--- config.mk ---
export PLATFORM = sky130hd
export DESIGN_NAME = pipeline_stall_ctrl
export DESIGN_NICKNAME = d
export VERILOG_FILES = /design/src/rtl/pipeline_stall_ctrl.sv
export SDC_FILE = /design/constraint.sdc
export NUM_CORES = 1
export LEC_CHECK = 0
export ABC_AREA = 1
export BUFFER_PORTS_ARGS = -buffer_cell sky130_fd_sc_hd__buf_4
export CORE_MARGIN = 2
export CORE_UTILIZATION = 62
export CTS_BUF_LIST = sky130_fd_sc_hd__clkbuf_8
export DETAILED_ROUTE_END_ITERATION = 12
export PLACE_DENSITY = 0.88
export SLEW_MARGIN = 20
export SYNTH_ARGS = -nofsm -noshare
export SYNTH_HDL_FRONTEND = slang
export SYNTH_SLANG_ARGS = --single-unit
--- constraint.sdc ---
create_clock -name clk -period 3.94 [get_ports clk]
set_input_delay 1.182 -clock clk [delete_from_list [all_inputs] [get_ports clk]]
set_output_delay 1.182 -clock clk [all_outputs]
set_load 0.1 [all_outputs]
--- src/rtl/pipeline_stall_ctrl.sv ---
// Stall/flush sequencer for the 5-stage core: memory port arbitration between
// IF and MEM, per-register StallBus codes, stale-fetch tracking and counters.
module pipeline_stall_ctrl #(
    parameter int CNT_W   = 32,
    parameter int FLUSH_W = 16
) (
    input  logic               clk,
    input  logic               rst,
    input  logic               if_req,
    input  logic               mem_req,
    input  logic               mem_done,
    input  logic               id_load_use,
    input  logic               ex_branch_error,
    output logic               grant_if,
    output logic               grant_mem,
    output logic [1:0]         stall_pc,
    output logic [1:0]         stall_if_id,
    output logic [1:0]         stall_id_ex,
    output logic [1:0]         stall_ex_mem,
    output logic [1:0]         stall_mem_wb,
    output logic               fetch_discard,
    output logic [CNT_W-1:0]   stall_cycles,
    output logic [FLUSH_W-1:0] flush_count
);

    // state   | meaning
    // IDLE    | memory port free; next owner picked here (MEM first)
    // IF_OWN  | instruction fetch owns the port until mem_done
    // MEM_OWN | MEM stage owns the port until mem_done
    typedef enum logic [1:0] {
        IDLE    = 2'b00,
        IF_OWN  = 2'b01,
        MEM_OWN = 2'b10
    } arb_state_t;

    localparam logic [1:0] PASS = 2'b00;
    localparam logic [1:0] HOLD = 2'b01;
    localparam logic [1:0] BUBB = 2'b10;

    arb_state_t state, state_next;
    logic       redirect_pending;
    logic       mem_stall;
    logic       if_stall;
    logic       branch_accept;

    // Arbiter state register.
    always_ff @(posedge clk or negedge rst) begin
        if (!rst) state <= IDLE;
        else      state <= state_next;
    end

    // Arbiter next state; every access is followed by one IDLE cycle.
    always_comb begin
        state_next = state;
        case (state)
            IDLE: begin
                if (mem_req)     state_next = MEM_OWN;
                else if (if_req) state_next = IF_OWN;
            end
            IF_OWN:  if (mem_done) state_next = IDLE;
            MEM_OWN: if (mem_done) state_next = IDLE;
            default: state_next = IDLE;
        endcase
    end

    assign grant_if  = (state == IF_OWN);
    assign grant_mem = (state == MEM_OWN);

    // Hazard decode and StallBus priority; reset forces everything to Pass.
    always_comb begin
        mem_stall     = mem_req & ~((state == MEM_OWN) & mem_done);
        if_stall      = if_req  & ~((state == IF_OWN)  & mem_done);
        branch_accept = 1'b0;
        fetch_discard = 1'b0;
        stall_pc      = PASS;
        stall_if_id   = PASS;
        stall_id_ex   = PASS;
        stall_ex_mem  = PASS;
        stall_mem_wb  = PASS;
        if (rst) begin
            fetch_discard = redirect_pending & (state == IF_OWN) & mem_done;
            if (mem_stall) begin
                stall_pc     = HOLD;
                stall_if_id  = HOLD;
                stall_id_ex  = HOLD;
                stall_ex_mem = HOLD;
                stall_mem_wb = BUBB;
            end else if (ex_branch_error) begin
                branch_accept = 1'b1;
                stall_if_id   = BUBB;
                stall_id_ex   = BUBB;
            end else if (id_load_use) begin
                stall_pc    = HOLD;
                stall_if_id = HOLD;
                stall_id_ex = BUBB;
            end else if (if_stall || fetch_discard) begin
                stall_pc    = HOLD;
                stall_if_id = BUBB;
            end
        end
    end

    // Remember a redirect that lands while a fetch is still outstanding.
    always_ff @(posedge clk or negedge rst) begin
        if (!rst)
            redirect_pending <= 1'b0;
        else if (fetch_discard)
            redirect_pending <= 1'b0;
        else if (branch_accept && (state == IF_OWN) && !mem_done)
            redirect_pending <= 1'b1;
    end

    // Saturating stall-cycle and flush counters.
    always_ff @(posedge clk or negedge rst) begin
        if (!rst) begin
            stall_cycles <= '0;
            flush_count  <= '0;
        end else begin
            if ((stall_pc != PASS) && (stall_cycles != '1))
                stall_cycles <= stall_cycles + CNT_W'(1);
            if (branch_accept && (flush_count != '1))
                flush_count <= flush_count + FLUSH_W'(1);
        end
    end

endmodule

==> run_results.csv, run 1 <==
group,metric,value,unit
outcome,status,"complete, no violations",
layout,final_cell_area,4130,sq um
pwr,powerDensity,436,nW/um^2
layout,area_growth,16.4,%
detailed_routing,met2WireLength,4.10,mm
sta,fin_skew,0.0127,ns
sta,period_needed,3.54,ns
clock_network,post_cts_buffers,0,
clock_network,clock-root-buffer,"clkbuf_8",
grt,overflow,0,
clock_network,htree_levels,2,
layout,n_antenna_cell,0,
place,dpl_cell_area,4040,sq um
clock_network,cts.sinks,51,
sta,fin_crit_sh,0.898,
clock_network,cts_resized,0,
detailed_routing,wl_met3,470,um
logic_synthesis,synth-compound-area-share,0.0233,
grt,first_global_vias,3347,
logic_synthesis,synth_cell_type_count,26,
detailed_routing,wl,8.51,mm
logic_synthesis,synth-seq-cells,51,
place,hpwl,6.42,mm
logic_synthesis,syn_area_per_cell,6.47,sq um
detailed_routing,wl_met1,3.82,mm
logic_synthesis,synth_adder_area_share,0.0176,
sta,setup_tns,0,ns
place,place_congestion,0.917,
setup_path,end_kind,"output port",
logic_synthesis,synth_cells,548,
detailed_routing,wire_per_inst,12.5,um
sta,drv_slew,0,
sta,fin_ws,0.403,ns
clock_network,cts_tree,"yes",
clock_network,cts_hold_buf,0,
die,initial_utilization,0.644,
detailed_routing,top_layer_used,"met4",
die,placeableCoreArea,5510,sq um
die,die_area,6340,sq um
logic_synthesis,synthSimpleGateAreaFrac,0.459,
layout,fin_nets,622,
logic_synthesis,ys_seq_area_frac,0.360,
pwr,peakVddDrop,555,uV
detailed_routing,ant_nets,0,
flow_run,maxCapViolations,0,
die,io-pin-count,68,
clock_network,cts-buffers-inserted,5,
worst_hold_path,hp-class,"register to register",
logic_synthesis,synthMuxAreaShare,0,
sta,finalHoldViolations,0,
setup_path,start_kind,"input port",
setup_path,crit_type,"input port to output port",
clock_network,clk_pin_slew,0.08,ns
place,pre_cts_ws,0.406,ns
setup_path,required,2.76,ns
logic_synthesis,synth_top_family_by_area,"simple AND/OR/NAND/NOR gates",
setup_path,arrival,2.36,ns
pwr,leakage,2.12,nW
die,rows,27,
detailed_routing,vias,3589,
logic_synthesis,syn_area,3540,sq um
setup_path,cp_max_fo,20,
sta,rsz0062_at_grt,"no",
logic_synthesis,synth_xor_area_frac,0.0544,
detailed_routing,vias_per_cell,5.26,
logic_synthesis,yosysWarnings,0,
grt,grt_pass1_wl,14.7,mm
layout,drive_gt1_frac,0.166,
sta,worst_hold_slack,0.538,ns
die,die_w,79.6,um
clock_network,ctsLongestPathBuffers,2,
setup_path,r2r_slack,1.86,ns
detailed_routing,drt_iter0_drc,322,
place,port_buffers,64,
clock_network,clk-insertion-delay-late,0.31,ns
sta,clock.fmax,0.283,GHz
pwr,total_power,1.80,mW
grt,grt_start_max_net_pins,37,
detailed_routing,drc,0,
grt,grtUsageTotal,0.289,
grt,antenna_found_initial,0,
die,die_h,79.6,um
sta,setup_viol,0,
detailed_routing,dr.pass1.iters,6,
==> routing by layer <==
layer,vias up,GRT usage
met4,0,0.0776
met5,-,0
li1,1784,-
met3,20,0.0385
met1,1663,0.391
met2,122,0.487
==> cell usage in the layout (no fill, tap or decap) <==
master      n
inv_6       1
nand2_2    11
o21ai_0    11
o21bai_1    1
inv_1      47
nor2_2      7
a31oi_2     1
nor2_1     68
nand3_1    28
dfrtp_1    51
clkinv_2    1
clkbuf_8    6
conb_1      3
nand4_1     4
inv_2       2
nand2_8     1
nor2_8      1
ha_1        5
nand2_4     3
xor2_1     10
nand2_1   264
buf_4      65
nor2_4      2
a31oi_1     1
o21a_1      1
nor3_1      3
xnor2_1    12
==> path summary, 6_finish.rpt <==
| path | from | end | depth (start not counted) |
|---|---|---|---|
| max reg2reg | stall_cycles[0] | stall_cycles[29] | 10 |
| max | rst | stall_pc[0] | 6 |
| min | redirect_pending | redirect_pending | 2 |
| min reg2reg | redirect_pending | redirect_pending | 2 |
| max in group asynchronous | rst | stall_cycles[26] | 2 |
| min in group asynchronous | rst | stall_cycles[30] | 1 |
==> state kept, by name (all words and copies together), names as in the netlist <==
register          count
redirect_pending      1
stall_cycles         32
flush_count          16
state                 2
==> critical path, stage by stage <==
cell and delay (ns):
buf_4 0.25, inv_1 0.14, nor2_1 0.11, nand2_1 0.07
nand2_1 0.24, buf_4 0.35
==> stage by stage <==
stage / instances / util
after floorplan: 550 / -
after global placement: 675 / 0.733
after detailed placement: 675 / 0.733
after CTS: 682 / 0.749
after global routing: 682 / 0.749
final: 682 / 0.749
==> report_power, final <==
part           leakage [nW]  internal [mW]  total, mW  switching, mW
logic                  1.38          0.174      0.823          0.649
clock network        0.0470          0.138      0.312          0.174
registers             0.692          0.579      0.661         0.0819
==> cells by family (layout without fill, tap and decap cells) <==
logic type / after synthesis / count (layout)
flip-flops: 51 / 51
adder cells (fa/ha/maj): 5 / 5
AO/OA/AOI/OAI: 15 / 15
buffers and inverters: 62 / 122
AND/OR/NAND/NOR: 392 / 392
other: 1 / 3
XOR/XNOR: 22 / 22
==> synth_stat cells <==
| library cell | instances | area, sq um |
|---|---|---|
| a31oi_1 | 2 | 12.5 |
| buf_2 | 1 | 5.00 |
| buf_4 | 6 | 45.0 |
| buf_6 | 5 | 56.3 |
| conb_1 | 1 | 3.75 |
| dfrtp_1 | 51 | 1280 |
| ha_1 | 5 | 62.6 |
| inv_1 | 47 | 176 |
| inv_2 | 2 | 7.51 |
| inv_6 | 1 | 8.76 |
| nand2_1 | 264 | 991 |
| nand2_2 | 11 | 68.8 |
| nand2_4 | 3 | 33.8 |
| nand2_8 | 1 | 20.0 |
| nand3_1 | 28 | 140 |
| nand4_1 | 4 | 25.0 |
| nor2_1 | 71 | 267 |
| nor2_2 | 4 | 25.0 |
| nor2_4 | 2 | 22.5 |
| nor2_8 | 1 | 20.0 |
| nor3_1 | 3 | 15.0 |
| o21a_1 | 1 | 7.51 |
| o21ai_0 | 11 | 55.1 |
| o21bai_1 | 1 | 7.51 |
| xnor2_1 | 12 | 105 |
| xor2_1 | 10 | 87.6 |
==> layout make-up <==
cell class	count	area (sq um)
clock buffer	6	82.6
clock inverter	1	5.00
fill	477	1380
inverter	50	193
multi-input combinational	437	1990
sequential	51	1280
tap	72	90.1
timing repair buffer	65	488
(Power assumes the default switching activity.)
==> inputs of run 2 (changes only) <==
ABC_AREA = 0   (was 1)
CORE_UTILIZATION = 49   (was 62)
PLACE_DENSITY = 0.78   (was 0.88)
SLEW_MARGIN = not set   (was 20)
clock period = 3 ns   (was 3.94 ns; I/O delays follow)
==> run_results.csv, run 2 <==
group,metric,value,unit
setup_path,cp_slowest_stage_delay,0.27,ns
logic_synthesis,netlist.area_leader.share,0.486,
logic_synthesis,syn_area_per_cell,10.4,sq um
die,io-pin-count,68,
setup_path,start_kind,"input port",
sta,clock.fmax,0.360,GHz
logic_synthesis,synth_edf_count,0,
logic_synthesis,ys_seq_area_frac,0.486,
pwr,leakage,1.51,nW
sta,drv_slew,0,
place,port_buffers,64,
setup_path,cp_max_fo,9,
sta,setup_tns,0,ns
layout,seq_area,1280,sq um
grt,antenna_found_initial,0,
logic_synthesis,synthMostInstantiatedCell,"dfrtp_1",
die,die_h,77.2,um
pwr,switching_share,0.514,
detailed_routing,ant_nets,0,
detailed_routing,wire_per_inst,14.1,um
logic_synthesis,synth_cell_type_count,40,
logic_synthesis,async_reset_ff_frac,1.00,
sta,fin_skew,0.00550,ns
layout,final_common_cell,"buf_4",
setup_path,critPathSlowestCell,"a32oi_2",
logic_synthesis,synth_cells,252,
clock_network,htree_levels,2,
clock_network,ctsLongestPathBuffers,2,
die,die_area,5960,sq um
logic_synthesis,yosysTopAreaCell,"dfrtp_1",
layout,fill_cells,428,
clock_network,clk-insertion-delay-late,0.30,ns
pwr,peakVddDrop,908,uV
logic_synthesis,synth-seq-cells,51,
detailed_routing,dr.pass1.iters,4,
pwr,seqPwrFrac,0.368,
setup_path,crit_type,"input port to output port",
layout,fin_nets,332,
clock_network,cts-buffers-inserted,5,
logic_synthesis,synth-compound-area-share,0.0519,
logic_synthesis,synth_top_family_by_area,"simple AND/OR/NAND/NOR gates",
clock_network,clock-root-buffer,"clkbuf_8",
sta,setup_viol,0,
pwr,p_comb_frac,0.475,
sta,fin_crit_sh,0.926,
setup_path,critPathMostFrequentCell,"buf_4",
pwr,p_sw,1.28,mW
outcome,status,"complete, no violations",
clock_network,cts_resized,0,
layout,reg.largest.list,"stall_cycles: 32 flops, flush_count: 16 flops, state: 2 flops",
pwr,intPower,1.21,mW
logic_synthesis,synth_xor_area_frac,0.150,
layout,layout_common_cells,"buf_4, dfrtp_1, xnor2_1, nand4_1, nand2_1",
clock_network,cts.sinks,51,
die,initial_utilization,0.511,
grt,overflow,0,
pwr,pwr-share-clk,0.157,
setup_path,worstPathCellList,"buf_4, a211o_1, a32oi_2, inv_2, buf_4",
layout,n_antenna_cell,0,
detailed_routing,vias_per_cell,5.42,
logic_synthesis,synthFlopType,"dfrtp_1",
grt,grt_pass1_wl,9.58,mm
die,rows,26,
place,dp.cells,383,
setup_path,arrival,1.88,ns
layout,multi_input_area,1310,sq um
clock_network,cts_hold_buf,0,
sta,rsz0062_at_grt,"no",
setup_path,end_kind,"output port",
die,placeableCoreArea,5140,sq um
detailed_routing,wl,5.49,mm
grt,first_global_vias,2068,
logic_synthesis,yosysWarnings,0,
logic_synthesis,syn_area,2630,sq um
grt,grt_start_max_net_pins,29,
place,hpwl,4.16,mm
layout,regMostFlops,"stall_cycles",
logic_synthesis,synthTopCellsByCount,"dfrtp_1, xnor2_1, nand4_1",
place,place_congestion,0.843,
grt,grtUsageTotal,0.197,
logic_synthesis,synthSimpleGateAreaFrac,0.247,
detailed_routing,vias,2112,
sta,worst_pin_slew,0.642,ns
logic_synthesis,yosys-top-cells-area,"dfrtp_1, xnor2_1, nand4_1",
layout,largest_reg_flops,32,
pwr,powerDensity,758,nW/um^2
clock_network,clk_pin_slew,0.08,ns
flow_run,maxCapViolations,0,
sta,period_needed,2.78,ns
logic_synthesis,synthMuxAreaShare,0.00857,
layout,stdcell_count,390,
die,die_w,77.2,um
layout,area_growth,25.3,%
layout,drive_gt1_frac,0.288,
setup_path,required,2.10,ns
clock_network,post_cts_buffers,0,
worst_hold_path,hp-class,"input port to async pin",
detailed_routing,drc,0,
detailed_routing,drt_iter0_drc,93,
logic_synthesis,synth_adder_area_share,0.0238,
sta,slew_headroom,0.569,
clock_network,cts_tree,"yes",
sta,finalHoldViolations,0,
run 2: cells by family after synthesis:
kind of cell    count (synthesis)
compound gates                 17
xor+xnor                       45
fa+ha+maj                       5
buf+inv                        16
flops                          51
mux                             2
other cells                     1
simple gates                  115
run 2: final cells by class:
type | instances | area share
multi-input combinational | 187 | 0.396
inverter | 7 | 0.00798
tap | 70 | 0.0266
sequential | 51 | 0.388
clock inverter | 1 | 0.00152
timing repair buffer | 68 | 0.155
clock buffer | 6 | 0.0251
run 2: worst max-delay path: cells and delay by family:
kind / cells / cell delay, ns
buffers and inverters: 3 / 0.45
AO/OA/AOI/OAI: 2 / 0.53
run 2: power groups by stage:
stage	Sequential, mW	Clock (mW)	Combinational (mW)
after floorplan	1.45	0	0.420
after global placement	0.924	0	1.18
after detailed placement	0.932	0	1.19
after CTS	0.918	0.404	1.19
after global routing	0.939	0.437	1.24
final	0.919	0.393	1.18
run 2: worst paths after layout:
kind	start	endpoint	slack, ns	cells past startpoint
max	mem_done	stall_pc[0]	0.22	5
min	rst	flush_count[10]	0.44	1
max reg2reg	state[0]	stall_cycles[13]	0.82	9
min reg2reg	stall_cycles[23]	stall_cycles[23]	0.50	1
max in group asynchronous	rst	stall_cycles[14]	1.96	2
min in group clk	stall_cycles[23]	stall_cycles[23]	0.50	1
run 2: per-stage QoR:
stage | cell area [sq um] | worst slack (ns) | total power [mW] | utilization | hold slack, ns
2_1_floorplan | 2660 | -0.0430 | 1.87 | - | 0.503
3_3_place_gp | 3210 | 0.231 | 2.10 | 0.624 | 0.487
3_5_place_dp | 3210 | 0.217 | 2.12 | 0.624 | 0.495
4_1_cts | 3290 | 0.216 | 2.51 | 0.641 | 0.437
5_1_grt | 3290 | 0.142 | 2.62 | 0.641 | 0.435
6_report | 3290 | 0.221 | 2.50 | 0.641 | 0.444
run 2: metal layers:
metal / track usage / up-vias / share of wire
li1: - / 1014 / -
met1: 0.251 / 1040 / 0.44
met2: 0.331 / 52 / 0.50
met3: 0.0447 / 6 / 0.048
met4: 0.0661 / 0 / 0.011
met5: 0 / - / 0
==> inputs of run 3 (changes only) <==
BUFFER_PORTS_ARGS = -buffer_cell sky130_fd_sc_hd__clkbuf_2   (was -buffer_cell sky130_fd_sc_hd__buf_4)
==> run_results.csv, run 3 (synthesis results as in run 2) <==
group,metric,value,unit
detailed_routing,dr.pass1.iters,4,
layout,largest_reg_flops,32,
die,io-pin-count,68,
sta,clock.fmax,0.363,GHz
pwr,seqPwrFrac,0.367,
layout,regMostFlops,"stall_cycles",
grt,first_global_vias,1957,
sta,setup_viol,0,
detailed_routing,drt_iter0_drc,107,
sta,fin_crit_sh,0.920,
sta,slew_headroom,0.625,
pwr,leakage,1.50,nW
setup_path,r2r_slack,0.87,ns
pwr,powerDensity,760,nW/um^2
clock_network,clk_pin_slew,0.08,ns
pwr,switching_share,0.518,
setup_path,reg2reg_depth,8,
die,rows,26,
clock_network,cts_resized,0,
layout,final_common_cell,"clkbuf_2",
clock_network,post_cts_buffers,0,
detailed_routing,drc,0,
clock_network,clock-root-buffer,"clkbuf_8",
layout,drive_gt1_frac,0.290,
layout,reg.largest.list,"stall_cycles: 32 flops, flush_count: 16 flops, state: 2 flops",
clock_network,htree_levels,2,
layout,layout_common_cells,"clkbuf_2, dfrtp_1, xnor2_1, nand4_1, nand2_1",
setup_path,crit_buf_inv,3,
setup_path,arrival,1.86,ns
die,placeableCoreArea,5140,sq um
grt,overflow,0,
sta,fin_skew,0.0136,ns
die,die_h,77.2,um
sta,setup_tns,0,ns
pwr,total_power,2.48,mW
detailed_routing,wl,5.23,mm
layout,final_util,0.635,
grt,grt_start_max_net_pins,27,
pwr,pwr-share-clk,0.166,
pwr,p_comb_frac,0.467,
clock_network,cts_tree,"yes",
grt,grt_pass1_wl,9.00,mm
setup_path,crit_path_end,"stall_pc[0]",
clock_network,ctsLongestPathBuffers,2,
setup_path,cp_slowest_stage_delay,0.28,ns
flow_run,maxCapViolations,0,
sta,drv_slew,0,
setup_path,start_kind,"input port",
grt,grtUsageTotal,0.182,
layout,fin_nets,332,
clock_network,clk-insertion-delay-late,0.30,ns
worst_hold_path,hp-class,"input port to async pin",
die,die_w,77.2,um
pwr,intPower,1.20,mW
sta,worst_hold_slack,0.450,ns
clock_network,cts.sinks,51,
sta,rsz0062_at_grt,"no",
place,hpwl,4.02,mm
grt,antenna_found_initial,0,
setup_path,worstPathCellList,"clkbuf_2, a211o_1, a32oi_2, inv_2, buf_12",
die,die_area,5960,sq um
sta,worst_pin_slew,0.558,ns
detailed_routing,wire_per_inst,13.4,um
pwr,p_sw,1.29,mW
setup_path,crit_family,"compound AO/OA/AOI/OAI gates",
detailed_routing,ant_nets,0,
clock_network,cts_hold_buf,0,
clock_network,cts-buffers-inserted,5,
pwr,peakVddDrop,1150,uV
setup_path,startpoint,"mem_done",
setup_path,r2r-start,"state[0]",
detailed_routing,vias_per_cell,5.38,
outcome,status,"complete, no violations",
layout,n_antenna_cell,0,
die,initial_utilization,0.511,
setup_path,cp_num_cells,5,
setup_path,r2r_end,"stall_cycles[16]",
place,place_congestion,0.859,
setup_path,crit_type,"input port to output port",
sta,period_needed,2.76,ns
setup_path,required,2.10,ns
sta,finalHoldViolations,0,
setup_path,cp_max_fo,9,
place,port_buffers,64,
layout,area_growth,24.2,%
detailed_routing,vias,2102,
setup_path,end_kind,"output port",
setup_path,critPathSlowestCell,"a211o_1",
[run 3: cell type report]
class	instances	area [sq um]
clock buffer	6	82.6
clock inverter	2	16.3
multi-input combinational	187	1310
inverter	7	26.3
fill	437	1880
sequential	51	1280
tap	70	87.6
timing repair buffer	68	470
[run 3: worst min path at each step]
stage | to | startpoint | slack [ns] | cells past startpoint
2_1_floorplan | redirect_pending | redirect_pending | 0.50 | 2
3_3_place_gp | stall_cycles[23] | stall_cycles[23] | 0.49 | 1
3_5_place_dp | stall_cycles[31] | stall_cycles[31] | 0.49 | 1
4_1_cts | state[1] | rst | 0.44 | 1
5_1_grt | state[1] | rst | 0.45 | 1
6_report | state[1] | rst | 0.45 | 1
[run 3: per-stage QoR]
step | cells | cell area [sq um] | setup WS (ns)
5_1_grt | 391 | 3260 | 0.192
6_report | 391 | 3260 | 0.241
3_5_place_dp | 383 | 3170 | 0.249
4_1_cts | 391 | 3260 | 0.245
2_1_floorplan | 254 | 2660 | -0.0430
3_3_place_gp | 383 | 3170 | 0.244
[run 3: power groups by stage]
| stage | Combinational (mW) | Clock [mW] | Sequential (mW) |
|---|---|---|---|
| after floorplan | 0.420 | 0 | 1.45 |
| after global placement | 1.15 | 0 | 0.921 |
| after detailed placement | 1.17 | 0 | 0.926 |
| after CTS | 1.17 | 0.429 | 0.913 |
| after global routing | 1.22 | 0.460 | 0.932 |
| final | 1.16 | 0.412 | 0.911 |
[run 3: worst reg2reg max path: cells and delay by family (launching register included)]
| family | cells | cell delay [ns] |
|---|---|---|
| AND/OR/NAND/NOR | 1 | 0.18 |
| flip-flops | 1 | 0.38 |
| buffers and inverters | 2 | 0.25 |
| XOR/XNOR | 1 | 0.15 |
| adder cells (fa/ha/maj) | 1 | 0.20 |
| AO/OA/AOI/OAI | 3 | 0.86 |
[run 3: layer usage]
layer,share of wire,up-vias,track usage
met5,0,-,0
met4,0.0036,0,0.0339
met3,0.058,2,0.0447
met2,0.50,61,0.316
met1,0.44,1014,0.233
li1,-,1025,-
